`config.mk`:
```
export PLATFORM = sky130hd
export DESIGN_NAME = anomaly_monitor_mc
export DESIGN_NICKNAME = d
export VERILOG_FILES = /design/src/rtl/anomaly_monitor_mc.sv
export SDC_FILE = /design/constraint.sdc
export NUM_CORES = 2
export LEC_CHECK = 0
export CORE_MARGIN = 4
export CORE_UTILIZATION = 55
export DETAILED_ROUTE_END_ITERATION = 6
export HOLD_SLACK_MARGIN = 0.1
export PLACE_DENSITY = 0.73
export SLEW_MARGIN = 0
export SYNTH_ARGS = -nofsm -noshare
export SYNTH_HDL_FRONTEND = slang
export SYNTH_SLANG_ARGS = --single-unit
```
`constraint.sdc`:
```
create_clock -name clk -period 33.9 [get_ports clk]
set_input_delay 6.78 -clock clk [delete_from_list [all_inputs] [get_ports clk]]
set_output_delay 6.78 -clock clk [all_outputs]
set_load 0.05 [all_outputs]
```
`src/rtl/anomaly_monitor_mc.sv`:
```
// anomaly_monitor_mc: per-channel price/volume anomaly detection with alert FSMs and a round-robin event output
module anomaly_monitor_mc #(
  parameter int NCH = 4,
  parameter int PW = 12,
  parameter int HIST_LOG2 = 3,
  parameter int COOLDOWN = 16,
  localparam int CW = $clog2(NCH)
) (
  input  logic          clk,
  input  logic          rst,
  input  logic          in_valid,
  input  logic [CW-1:0] in_ch,
  input  logic [1:0]    in_type,
  input  logic [PW-1:0] in_data,
  input  logic [NCH-1:0] ch_enable,
  input  logic [PW-1:0] spike_thresh,
  input  logic [PW-1:0] flash_thresh,
  output logic          evt_valid,
  input  logic          evt_ready,
  output logic [CW-1:0] evt_ch,
  output logic [2:0]    evt_type,
  output logic [NCH-1:0] alert_pending,
  output logic [7:0]    overrun_cnt
);
  localparam int DEPTH = 1 << HIST_LOG2;
  localparam int SW = PW + HIST_LOG2;
  localparam int TW = $clog2(COOLDOWN + 1);
  localparam logic [HIST_LOG2:0] FULL = (HIST_LOG2 + 1)'(DEPTH);
  typedef enum logic [1:0] {IDLE, ALERT, COOL} state_t;
  logic [NCH-1:0][DEPTH-1:0][PW-1:0] ring_p, ring_v;
  logic [NCH-1:0][SW-1:0] sum_p, sum_v;
  logic [NCH-1:0][HIST_LOG2-1:0] ptr_p, ptr_v;
  logic [NCH-1:0][HIST_LOG2:0] warm_p, warm_v;
  logic [NCH-1:0][PW-1:0] last_p;
  state_t [NCH-1:0] st, st_n;
  logic [NCH-1:0][2:0] typ, typ_n;
  logic [NCH-1:0][TW-1:0] cnt, cnt_n;
  logic [NCH-1:0] pend, hit;
  logic [CW-1:0] rr, gnt, idx;
  logic found, take, sup;
  logic is_p, is_v, wp, wv, flash, spike, surge, dry, det;
  logic [PW-1:0] avg_p, avg_v, lp, diff;
  logic [2:0] det_type;

  // detection always sees the statistics as they were before this sample
  always_comb begin
    is_p = in_valid && ch_enable[in_ch] && in_type == 2'd0;
    is_v = in_valid && ch_enable[in_ch] && in_type == 2'd1;
    wp = warm_p[in_ch] == FULL;
    wv = warm_v[in_ch] == FULL;
    avg_p = PW'(sum_p[in_ch] >> HIST_LOG2);
    avg_v = PW'(sum_v[in_ch] >> HIST_LOG2);
    lp = last_p[in_ch];
    diff = in_data > lp ? in_data - lp : lp - in_data;
    flash = is_p && wp && avg_p > in_data && (avg_p - in_data) > flash_thresh;
    spike = is_p && wp && diff > spike_thresh;
    surge = is_v && wv && {1'b0, in_data} > {avg_v, 1'b0};
    dry = is_v && wv && in_data < (avg_v >> 2);
    det = flash || surge || dry || spike;
    det_type = flash ? 3'd7 : surge ? 3'd2 : dry ? 3'd1 : 3'd0;
    hit = det ? NCH'(1) << in_ch : '0;
  end

  always_ff @(posedge clk or posedge rst)
    if (rst) begin
      ring_p <= '0;
      ring_v <= '0;
      sum_p <= '0;
      sum_v <= '0;
      ptr_p <= '0;
      ptr_v <= '0;
      warm_p <= '0;
      warm_v <= '0;
      last_p <= '0;
    end else if (in_valid && in_type == 2'd0) begin
      ring_p[in_ch][ptr_p[in_ch]] <= in_data;
      sum_p[in_ch] <= sum_p[in_ch] - SW'(ring_p[in_ch][ptr_p[in_ch]]) + SW'(in_data);
      ptr_p[in_ch] <= ptr_p[in_ch] + HIST_LOG2'(1);
      warm_p[in_ch] <= wp ? warm_p[in_ch] : warm_p[in_ch] + (HIST_LOG2 + 1)'(1);
      last_p[in_ch] <= in_data;
    end else if (in_valid && in_type == 2'd1) begin
      ring_v[in_ch][ptr_v[in_ch]] <= in_data;
      sum_v[in_ch] <= sum_v[in_ch] - SW'(ring_v[in_ch][ptr_v[in_ch]]) + SW'(in_data);
      ptr_v[in_ch] <= ptr_v[in_ch] + HIST_LOG2'(1);
      warm_v[in_ch] <= wv ? warm_v[in_ch] : warm_v[in_ch] + (HIST_LOG2 + 1)'(1);
    end

  always_comb begin
    for (int i = 0; i < NCH; i++) pend[i] = st[i] == ALERT;
    gnt = rr;
    idx = '0;
    found = 1'b0;
    for (int k = 1; k <= NCH; k++) begin
      idx = rr + CW'(k);
      if (!found && pend[idx]) begin
        gnt = idx;
        found = 1'b1;
      end
    end
    take = found && (!evt_valid || evt_ready);
  end

  // a channel whose event is loaded this cycle judges a new detection as if already cooling
  always_comb begin
    st_n = st;
    typ_n = typ;
    cnt_n = cnt;
    sup = 1'b0;
    for (int i = 0; i < NCH; i++) begin
      if (st[i] == ALERT && take && gnt == CW'(i)) begin
        st_n[i] = COOL;
        cnt_n[i] = TW'(COOLDOWN);
      end else if (st[i] == COOL) begin
        cnt_n[i] = cnt[i] - TW'(1);
        if (cnt[i] == TW'(1)) st_n[i] = IDLE;
      end
      if (hit[i]) begin
        if (st[i] == IDLE) begin
          st_n[i] = ALERT;
          typ_n[i] = det_type;
        end else if (st_n[i] == COOL || st[i] == COOL) begin
          if (det_type == 3'd7 && typ[i] != 3'd7) begin
            st_n[i] = ALERT;
            typ_n[i] = 3'd7;
          end else sup = 1'b1;
        end else if (det_type > typ[i]) typ_n[i] = det_type;
        else sup = 1'b1;
      end
    end
  end

  always_ff @(posedge clk or posedge rst)
    if (rst) begin
      evt_valid <= 1'b0;
      evt_ch <= '0;
      evt_type <= '0;
      rr <= '0;
      for (int i = 0; i < NCH; i++) st[i] <= IDLE;
      typ <= '0;
      cnt <= '0;
      overrun_cnt <= '0;
    end else begin
      evt_valid <= take || (evt_valid && !evt_ready);
      if (take) begin
        evt_ch <= gnt;
        evt_type <= typ[gnt];
        rr <= gnt;
      end
      st <= st_n;
      typ <= typ_n;
      cnt <= cnt_n;
      if (sup && overrun_cnt != 8'hff) overrun_cnt <= overrun_cnt + 8'd1;
    end

  assign alert_pending = pend;
endmodule
```
==> results.md <==
| Step | Item | This run |
| --- | --- | --- |
| floorplanning | Area of the die | 98600 um2 |
| route | Drt total wl | 130 mm |
| sta | Crit path setup slack, layout | 18680 ps |
| route | Average routed wire per standard cell | 22.0 um |
| sta | Headroom to the max-slew limit | 18.9% |
| sta | Setup TNS | 0 ps |
| final layout | Antenna cell count | 0 |
| final layout | Area added between synthesis and finish | 10.3% |
| placed design | Worst-case setup slack after placement | 18030 ps |
| hold path | Start point of the worst min-delay path | sum_p[39]$_DFFE_PP0P_ |
| synth | Number of instances in the synthesized netlist | 4627 |
| clock network | Clock edge transition at the registers on the reported setup and hold paths | 60 ps |
| clock network | Number of buffers inserted during clock tree synthesis | 105 |
| clock network | TritonCTS clock tree | done |
| synth | Biggest area consumer among synthesized cells | dfrtp_1 |
| global routing | GRT met3 Usage | 4.68% |
| synth | Post-synthesis register bit count | 1046 |
| global routing | Met2 track demand over resource | 43.1% |
| global routing | Met1 global-route usage | 37.3% |
| sta | Final Hold Vio Count | 0 |
| synth | Flip-flop cell with the highest count after synthesis | dfrtp_1 |
| synth | Netlist Area Pre-Place | 51500 um2 |
| sta | Clock Skews | 22.3 ps |
| run status | Status | complete, no violations |
| setup path | Highest fanout seen on the critical path | 57 |
| synth | Number of synthesized flops with an enable pin | 0 |
| global routing | Largest net degree at the start of global routing | 184 |
| floorplanning | Die width | 314 um |
| global routing | Vias in the first global route | 35600 |
| synth | Fraction of registers with async set or reset after synthesis | 100% |
| clock network | Clock Latency Late Sink | 680 ps |
| placed design | Number of input and output port buffers inserted | 65 |
| clock network | Buffer count from post-CTS setup fixing | 0 |
| clock network | Cell at the root of the clock tree | clkbuf_16 |
| pwr | Lkg Pwr | 26.4 nW |
| setup path | Critical Path Start | in_ch[0] |
| setup path | Category of the critical setup timing path | input port to flop |
| setup path | Start of the worst register-to-register path | sum_p[49]$_DFFE_PP0P_ |
| setup path | Type of element capturing the critical path | flop |
| sta | Part of the cycle the worst path needs | 44.9% |
| sta | RSZ-0062 raised after global routing | false |
| sta | Final setup vio count | 0 |
| route | First-pass iteration count of the detailed router | 5 |
| clock network | Clock tree buffer depth | 3 |
| setup path | Slack of the worst reg-to-reg path | 25760 ps |
| route | Average vias per placed instance | 5.97 |
| final layout | Final net count | 4783 |
| synth | Average footprint of a synthesized cell | 11.1 um2 |
| final layout | Share of layout cells above drive strength 1 | 19.9% |
| pwr | Power Internal | 2.70 mW |
| run | Max_cap viols | 0 |
| floorplanning | Core box area | 93200 um2 |
| setup path | Capture point of the worst path | overrun_cnt[1]$_DFFE_PP0P_ |
| placed design | Final estimated routing congestion in global placement | 0.864 |
| sta | Period minus WS final | 15220 ps |
| global routing | First-pass GRT wire length | 207 mm |
| synth | Post-synth cell types | 81 |
| floorplanning | Row Count | 112 |
| synth | Net count after synthesis | 4834 |
| route | Number of design-rule violations left by the first detailed-router iteration | 3086 |
| route | Antenna viol nets, final | 0 |
| route | Detailed-route via count | 35300 |
| setup path | Worst Path Required | 34440 ps |
| setup path | Endpoint of the lowest-slack register-to-register path | overrun_cnt[1]$_DFFE_PP0P_ |
| global routing | All-Layer GR Usage | 26.8% |
| global routing | Number of antenna violations at the first check in global routing | 2 |
| setup path | Path depth of the worst reg2reg path | 27 |
| floorplanning | IO Count | 66 |
| setup path | Max incr delay on CP | 880 ps |
| clock network | Number of sinks on the clock net | 1046 |
| global routing | Overflow left after global routing | 0 |
| sta | Slew Viols, Final | 0 |
| pwr | Combinational fraction of design power | 32.2% |
| clock network | CTS Hold Buffers Added | 0 |
| sta | Maximum frequency from static timing analysis | 0.0657 GHz |
| sta | Worst-margin pin slew | 1210 ps |
| pwr | Net switching power of the design | 1.38 mW |
| pwr | Peak VDD IR | 0.0000542 V |
| synth | Warnings from Yosys | 0 |
| clock network | Resized cells post-CTS | 0 |
| synth | Sequential element share of the synthesized area | 50.8% |
| route | Number of DRC violations after detailed routing | 0 |
| hold path | Type of the worst min-delay path | flop to flop |
| pwr | Clock share of power | 29.1% |
| floorplanning | Effective utilization at floorplan | 55.3% |
| pwr | Sequential fraction of design power | 38.7% |
| clock network | H-tree depth | 3 |
| synth | Portion of synthesized cell area occupied by the leading cell type | 50.8% |
| setup path | CP max-delay cell | a2111oi_2 |
| floorplanning | Die H | 314 um |
| setup path | Kind of start point of the critical path | input port |
| setup path | Endpoint arrival time on the critical path | 15760 ps |
| synth | Synth area leaders | dfrtp_1 (51%), mux4_2 (11%), mux2_2 (8.1%) |
| global routing | Peak-usage layer in the global routing report | met2 |
| pwr | Sw Share | 33.9% |
| placed design | Final HPWL DP | 80.7 mm |
| pwr | PwrDens | 71.8 nW/um2 |
layout by cell type (no fill, tap or decap), types with 9 or more instances in the layout:
master and instances:
clkdlybuf4s50_1 63, nand4_1 16, mux4_2 249, a21boi_0 14, inv_2 11, xor2_1 27, xnor2_1 37, clkinv_2 16
nor3_1 17, nand2b_1 18, fa_1 27, and3_1 15, buf_4 88, inv_1 159, dfrtp_1 1046, nor2b_1 26
o211ai_1 34, a21oi_1 83, a21o_1 20, clkbuf_16 107, clkbuf_1 24, a31oi_1 10, nand3_1 38, nand2_1 976
nor2_1 137, a211oi_1 9, ha_1 132, mux2i_1 59, o21ai_0 643, o21a_1 18, mux2_2 371, nor4_1 10
clkbuf_8 31
cell families after synthesis:
group	share of synthesized area, %
AO/OA/AOI/OAI	9.81
XOR/XNOR	1.09
adder cells (fa/ha/maj)	4.31
buffers and inverters	3.63
flip-flops	50.8
multiplexers	20.2
AND/OR/NAND/NOR	10.2
per-layer routing:
layer,up-vias,share of wire [%]
li1,16000,-
met1,18000,43
met2,1085,47
met3,219,6.6
met4,0,3.4
met5,-,0
critical path: cells and delay by family:
kind	cells	cell delay [ps]
adder cells (fa/ha/maj)	4	1180
AO/OA/AOI/OAI	13	4010
AND/OR/NAND/NOR	6	1160
buffers and inverters	3	1440
XOR/XNOR	1	200
multiplexers	2	910
worst min-delay path by stage:
stage                            end  slack, ps  cells after the start
2_1_floorplan  sum_p[33]$_DFFE_PP0P_        440                      2
3_3_place_gp   sum_v[54]$_DFFE_PP0P_        450                      2
3_5_place_dp   sum_v[52]$_DFFE_PP0P_        460                      2
4_1_cts        sum_p[39]$_DFFE_PP0P_        470                      2
5_1_grt        sum_p[49]$_DFFE_PP0P_        490                      2
6_report       sum_p[39]$_DFFE_PP0P_        470                      2
final cells by class:
class	count	area, um2
Multi-Input combinational cell	3095	23500
Timing Repair Buffer	156	1380
Clock buffer	162	3190
Tap cell	1254	1570
Fill cell	7254	36400
Clock inverter	27	324
Sequential cell	1046	26200
Inverter	172	649
power groups by stage:
stage,clock network [mW],logic [mW],registers [mW]
4_1_cts,1.20,1.31,1.58
6_report,1.19,1.31,1.58
3_3_place_gp,0,1.26,1.59
2_1_floorplan,0,0.992,1.57
3_5_place_dp,0,1.29,1.60
5_1_grt,1.25,1.47,1.60
Yosys cell counts (15+ instances only):
library cell	number
clkbuf_1	260
and3_1	15
xor2_1	27
nand3_1	39
nand4_1	16
a21o_1	20
buf_1	36
mux2i_1	59
fa_1	27
nand2b_1	18
mux2_2	371
a21oi_1	83
dfrtp_1	1046
ha_1	132
xnor2_1	37
o21ai_0	643
mux4_2	249
nor2b_1	26
o21a_1	18
o211ai_1	34
nor3_1	18
nor2_1	143
inv_1	170
nand2_1	979
state kept, by name, indices dropped and copies added, names as in the netlist, 16 cells and up:
signal	count
last_p	48
cnt	20
sum_p	60
warm_p	16
ring_p	384
ring_v	384
sum_v	60
warm_v	16
metrics by stage:
stage               instance area, um2  utilization [%]  cells  hold slack (ps)  power, mW
floorplan                        51500                -   4627              440       2.56
global placement                 53300             57.2   5723              453       2.85
detailed placement               53300             57.2   5723              459       2.89
CTS                              56800             61.0   5912              473       4.09
global route                     56800             61.0   5912              489       4.33
finish                           56800             61.0   5912              469       4.08
(Power assumes the default switching activity.)
